**config.mk**
```make
export PLATFORM = sky130hd
export DESIGN_NAME = reco_run_sched
export DESIGN_NICKNAME = d
export VERILOG_FILES = /design/src/rtl/reco_run_sched.sv
export SDC_FILE = /design/constraint.sdc
export NUM_CORES = 1
export LEC_CHECK = 0
export BUFFER_PORTS_ARGS = -buffer_cell sky130_fd_sc_hd__clkbuf_2
export CORE_MARGIN = 1
export CORE_UTILIZATION = 40
export CTS_CLUSTER_DIAMETER = 40
export DETAILED_ROUTE_END_ITERATION = 16
export HOLD_SLACK_MARGIN = 0.03
export MAX_ROUTING_LAYER = met4
export PLACE_DENSITY = 0.74
export SLEW_MARGIN = 20
export SYNTH_ARGS = -nofsm -noshare
export SYNTH_HDL_FRONTEND = slang
export SYNTH_SLANG_ARGS = --single-unit
```
**constraint.sdc**
```tcl
create_clock -name clk -period 2.1 [get_ports clk]
set_clock_uncertainty 0.05 [all_clocks]
set_input_delay 0 -clock clk [delete_from_list [all_inputs] [get_ports clk]]
set_output_delay 0 -clock clk [all_outputs]
set_load 0.01 [all_outputs]
```
**src/rtl/reco_run_sched.sv**
```systemverilog
// Round-robin scheduler sharing one seq_reco_d recorrelator between NUM_REQ bit-serial requesters.
// Optional: define RECO_RUN_SCHED_XY_EN to implement the cnt_xy coincidence counter.
module reco_run_sched #(
    parameter int unsigned NUM_REQ  = 2,
    parameter int unsigned N_W      = 8,
    parameter int unsigned RECO_LAT = 1
) (
    input  logic                   clk,
    input  logic                   rst_n,
    input  logic [NUM_REQ-1:0]     req,
    input  logic [NUM_REQ*N_W-1:0] len,
    input  logic [NUM_REQ-1:0]     x_in,
    input  logic [NUM_REQ-1:0]     y_in,
    output logic [NUM_REQ-1:0]     gnt,
    output logic [NUM_REQ-1:0]     bit_en,
    output logic                   busy,
    output logic                   done,
    output logic [NUM_REQ-1:0]     done_id,
    output logic [N_W-1:0]         cnt_x,
    output logic [N_W-1:0]         cnt_y,
    output logic [N_W-1:0]         cnt_xy,
    output logic                   reco_rst_n,
    output logic                   reco_x,
    output logic                   reco_y,
    input  logic                   reco_x_r,
    input  logic                   reco_y_r
);

    localparam int unsigned PTR_W = (NUM_REQ > 1) ? $clog2(NUM_REQ) : 1;
    localparam int unsigned LAT_W = (RECO_LAT > 1) ? $clog2(RECO_LAT) : 1;

    typedef enum logic [2:0] {
        IDLE  = 3'd0,
        CLEAR = 3'd1,
        RUN   = 3'd2,
        DRAIN = 3'd3,
        DONE  = 3'd4
    } state_t;

    state_t              state;
    state_t              state_nxt;
    logic [PTR_W-1:0]    ptr;
    logic [N_W-1:0]      rem;
    logic [LAT_W-1:0]    drain_cnt;
    logic [RECO_LAT-1:0] vld_sr;
    logic [N_W-1:0]      acc_x;
    logic [N_W-1:0]      acc_y;
    logic [N_W-1:0]      acc_x_nxt;
    logic [N_W-1:0]      acc_y_nxt;
    logic                smp;

    logic                found;
    logic [PTR_W-1:0]    idx;
    logic [PTR_W-1:0]    pick_nxt;
    logic [NUM_REQ-1:0]  pick_oh;
    logic [N_W-1:0]      len_sel;
    logic [NUM_REQ-1:0]  gnt_nxt;

    // First requesting index at or after the pointer, wrapping.
    always_comb begin
        found    = 1'b0;
        idx      = '0;
        pick_nxt = '0;
        pick_oh  = '0;
        for (int unsigned off = 0; off < NUM_REQ; off++) begin
            idx = PTR_W'((32'(ptr) + off) % NUM_REQ);
            if (!found && req[idx]) begin
                found        = 1'b1;
                pick_oh[idx] = 1'b1;
                pick_nxt     = PTR_W'((32'(ptr) + off + 32'd1) % NUM_REQ);
            end
        end
    end

    always_comb begin
        len_sel = '0;
        for (int unsigned i = 0; i < NUM_REQ; i++) begin
            if (pick_oh[i]) len_sel = len[i*N_W +: N_W];
        end
    end

    // State register.
    always_ff @(posedge clk) begin
        if (!rst_n) state <= IDLE;
        else        state <= state_nxt;
    end

    // Next state and next grant.
    always_comb begin
        state_nxt = state;
        gnt_nxt   = gnt;
        unique case (state)
            IDLE: begin
                if (found) begin
                    state_nxt = CLEAR;
                    gnt_nxt   = pick_oh;
                end
            end
            CLEAR:   state_nxt = (rem != '0) ? RUN : DONE;
            RUN:     if (rem == N_W'(1)) state_nxt = DRAIN;
            DRAIN:   if (drain_cnt == '0) state_nxt = DONE;
            DONE: begin
                state_nxt = IDLE;
                gnt_nxt   = '0;
            end
            default: begin
                state_nxt = IDLE;
                gnt_nxt   = '0;
            end
        endcase
    end

    // The recorrelator is flushed for the one CLEAR cycle and whenever we are in reset.
    assign reco_rst_n = rst_n & (state != CLEAR);
    assign reco_x     = |(x_in & bit_en);
    assign reco_y     = |(y_in & bit_en);

    assign smp       = vld_sr[RECO_LAT-1];
    assign acc_x_nxt = (state == CLEAR) ? '0 : acc_x + N_W'(smp & reco_x_r);
    assign acc_y_nxt = (state == CLEAR) ? '0 : acc_y + N_W'(smp & reco_y_r);

    // Job bookkeeping, sample window and registered outputs.
    always_ff @(posedge clk) begin
        if (!rst_n) begin
            ptr       <= '0;
            rem       <= '0;
            drain_cnt <= '0;
            vld_sr    <= '0;
            acc_x     <= '0;
            acc_y     <= '0;
            gnt       <= '0;
            bit_en    <= '0;
            busy      <= 1'b0;
            done      <= 1'b0;
            done_id   <= '0;
            cnt_x     <= '0;
            cnt_y     <= '0;
        end else begin
            gnt     <= gnt_nxt;
            bit_en  <= (state_nxt == RUN) ? gnt_nxt : '0;
            busy    <= (state_nxt != IDLE);
            done    <= (state_nxt == DONE);
            done_id <= (state_nxt == DONE) ? gnt_nxt : '0;

            if (state == IDLE && found) begin
                ptr <= pick_nxt;
                rem <= len_sel;
            end else if (state == RUN) begin
                rem <= rem - N_W'(1);
            end

            if (state == RUN && rem == N_W'(1)) drain_cnt <= LAT_W'(RECO_LAT - 1);
            else if (state == DRAIN)            drain_cnt <= drain_cnt - LAT_W'(1);

            vld_sr <= (vld_sr << 1) | RECO_LAT'(state == RUN);
            acc_x  <= acc_x_nxt;
            acc_y  <= acc_y_nxt;

            if (state_nxt == DONE) begin
                cnt_x <= acc_x_nxt;
                cnt_y <= acc_y_nxt;
            end
        end
    end

`ifdef RECO_RUN_SCHED_XY_EN
    logic [N_W-1:0] acc_xy;
    logic [N_W-1:0] acc_xy_nxt;

    assign acc_xy_nxt = (state == CLEAR) ? '0 : acc_xy + N_W'(smp & reco_x_r & reco_y_r);

    // Coincidence counter, same window as cnt_x/cnt_y.
    always_ff @(posedge clk) begin
        if (!rst_n) begin
            acc_xy <= '0;
            cnt_xy <= '0;
        end else begin
            acc_xy <= acc_xy_nxt;
            if (state_nxt == DONE) cnt_xy <= acc_xy_nxt;
        end
    end
`else
    assign cnt_xy = '0;
`endif

endmodule

```
==> impl_metrics.ini <==
[worst_setup_path]
slowest_delay_ps = 590
cp_cell_sequence = dlygate4sd3_1 > clkbuf_2 > a21boi_1 > a32oi_1 > dlygate4sd3_1 > nor2_1 > o21a_1
worstPathRequired_ps = 2320
path_class = input pin to flip-flop
crit_start = req[0]
rr_startpoint = ptr$_SDFFE_PN0P_
crit_path_start_kind = input pin
worstPathMaxFanout = 8
cpMaxStageDelayCell = dlygate4sd3_1
cp.arrival_ps = 2140
worstSetupEndpointType = flip-flop
cp_common_cell = dlygate4sd3_1

[cts]
tritoncts = done
cts_buffer_depth = 2
clk_latency_ps = 320
cts_buffers = 5
clockRootBuffer = clkbuf_8
cts.sinks = 54
htreeDepth = 2
clk_pin_slew_ps = 110

[sta]
hold_violations = 0
grt_setup_unrepaired = no
maxSlewViolCount = 0
relSlewSlack_pct = 55.27
fin_tns_setup_ps = 0
worst_slack_ps = 178.9
worst_pin_slew_ps = 666.4
finalSetupViolCount = 0
finalCritPeriodShare_pct = 91.48
layout_min_cycle_time_ps = 1921
fmaxAchievable_mhz = 520.5

[synthesis]
yosysMostFrequentCell = dfxtp_1
ys_seq_elements = 54
yosysWarnings = 0
syn_area_per_cell_sq_um = 9.336
ys_seq_area_share_pct = 44.54
yosysTopAreaCell = dfxtp_1
synth_top_area_share_pct = 44.54
yosys-top-cells-count = 54 x dfxtp_1, 21 x nor2_1, 16 x nand2_1
synth-edff-count = 0
ys_top_cells_by_area = dfxtp_1 45%, o22a_1 5.1%, ha_1 3.6%
syn_area_sq_um = 2427
async_flop_share_pct = 0
synth_ff_type = dfxtp_1
yosysUniqueCellTypes = 50
netlist_instances = 260

[placed_design]
place_hpwl_um = 3420
pre_cts_ws_ps = 228.6
gp_congestion = 0.8003
numPortBuffers = 52
place_inst = 379

[floorplan]
die_y_um = 79.90
die_w_um = 79.90
start_util_pct = 41.24
rows = 28
die_area_sq_um = 6384
ios = 61
core_sq_um = 5886

[power]
worst_ir_drop_vdd_mv = 0.6281
leakagePower_nw = 1.346
cellPowerDensity_nw_per_um2 = 1222
finalPower_mw = 3.584

[routing]
ant_nets = 0
met2_length_um = 2374
drc = 0
wl_per_cell_um = 12.41
drt-met1-wl_um = 2264
dr.first_iter.drc_count = 57
routed_wl_um = 4925
maxUsedRoutingLayer = met4
vias_per_cell = 5.106
wl_met3_um = 217
vias = 2027
first_pass_iters = 4

[global_route]
grt_pass1_wl_um = 8562
antenna_found_initial = 0
gr-total-overflow = 0
grt_max_degree = 26
grt_pass1_vias = 1890
grtUsageTotal_pct = 17.66

[final_layout]
nets = 354
final_layout_size_suffix_gt1_share_pct = 22.36
syn_to_final_growth_pct = 20.82
n_antenna_cell = 0
fin_cells = 397

[run_status]
outcome = complete, no violations

[min_path]
worst_hold_path_type = input pin to flip-flop
hold_start = len[13]

[flow_run]
drv_cap = 0
[logic make-up (layout without fill, tap and decap cells)]
kind of cell	count (synthesis)	after routing	synth area share, %
xor gates and xnor gates	9	9	3.247
DFF	54	54	44.54
AOI/OAI and AO/OA	67	67	19.85
other	1	8	0.1545
and+or+nand+nor	91	91	21.08
muxes	2	2	0.8248
buffers and inverters	29	84	6.701
adders and majority gates	7	7	3.608
[per-layer routing]
layer / track usage [%] / vias to the layer above
met2: 29.23 / 44
li1: - / 1041
met5: - / -
met3: 3.200 / 7
met1: 21.66 / 935
met4: 5.893 / 0
[through the flow]
stage          utilization [%]  hold slack (ps)  cell area [sq um]
2_1_floorplan                -            96.47               2454
3_3_place_gp             46.09            246.4               2713
3_5_place_dp             46.09            252.8               2713
4_1_cts                  49.79            46.78               2930
5_1_grt                  49.83            83.96               2933
6_report                 49.83            57.76               2933
[area by class of cell]
type | count | area (sq um)
fillers | 568 | 2953
multi-input cells | 184 | 1212
flip-flops and latches | 54 | 1081
repair buffers | 66 | 390.4
well taps | 75 | 93.84
clock buffers | 5 | 68.82
clock inverters | 3 | 48.80
inverters | 10 | 37.54
[state kept, by name, summed over array words and instances, names as in the netlist]
signal / flops
ptr: 1
busy: 1
acc_y: 8
bit_en: 2
rem: 8
state: 3
smp: 1
acc_x: 8
cnt_x: 8
gnt: 2
done_id: 2
cnt_y: 8
drain_cnt: 1
done: 1
[critical path: cells and delay by family]
family	cells	cell delay, ps
and+or+nand+nor	1	110
buffers and inverters	3	1270
AOI/OAI and AO/OA	3	760
[path summary, 6_finish.rpt]
check / endpoint / slack, ps / cells past startpoint
setup / recovery: rem[1]$_SDFFE_PN0P_ / 180 / 7
hold / removal: rem[5]$_SDFFE_PN0P_ / 60 / 4
setup reg to reg: rem[1]$_SDFFE_PN0P_ / 250 / 5
hold reg to reg: cnt_y[1]$_SDFFE_PN0N_ / 430 / 2
[power by group]
group	switching (mW)	internal [mW]
registers	0.225	1.27
clock network	0.365	0.364
logic	0.730	0.629
[cell usage in the layout, fill, tap and decap left out, types with 5 or more instances in the layout]
| cell type | instances |
|---|---|
| clkbuf_8 | 5 |
| and2_1 | 7 |
| a32oi_1 | 6 |
| nand3_1 | 12 |
| nand2_1 | 15 |
| dlygate4sd3_1 | 10 |
| or3_1 | 7 |
| o21ai_0 | 12 |
| xor2_1 | 5 |
| clkbuf_2 | 52 |
| nor2_1 | 21 |
| inv_1 | 10 |
| and3_1 | 9 |
| a21oi_1 | 13 |
| ha_1 | 7 |
| dfxtp_1 | 54 |
| o22a_1 | 14 |
| conb_1 | 8 |
[repair_timing]
action / CTS / global route
endpoints found under the setup margin: 0 / 1
setup buffers: 0 / 0
gates resized for setup: 0 / 1
endpoints found under the hold margin: 7 / 0
hold buffers: 10 / 0
Power figures use the tool's default switching activity.
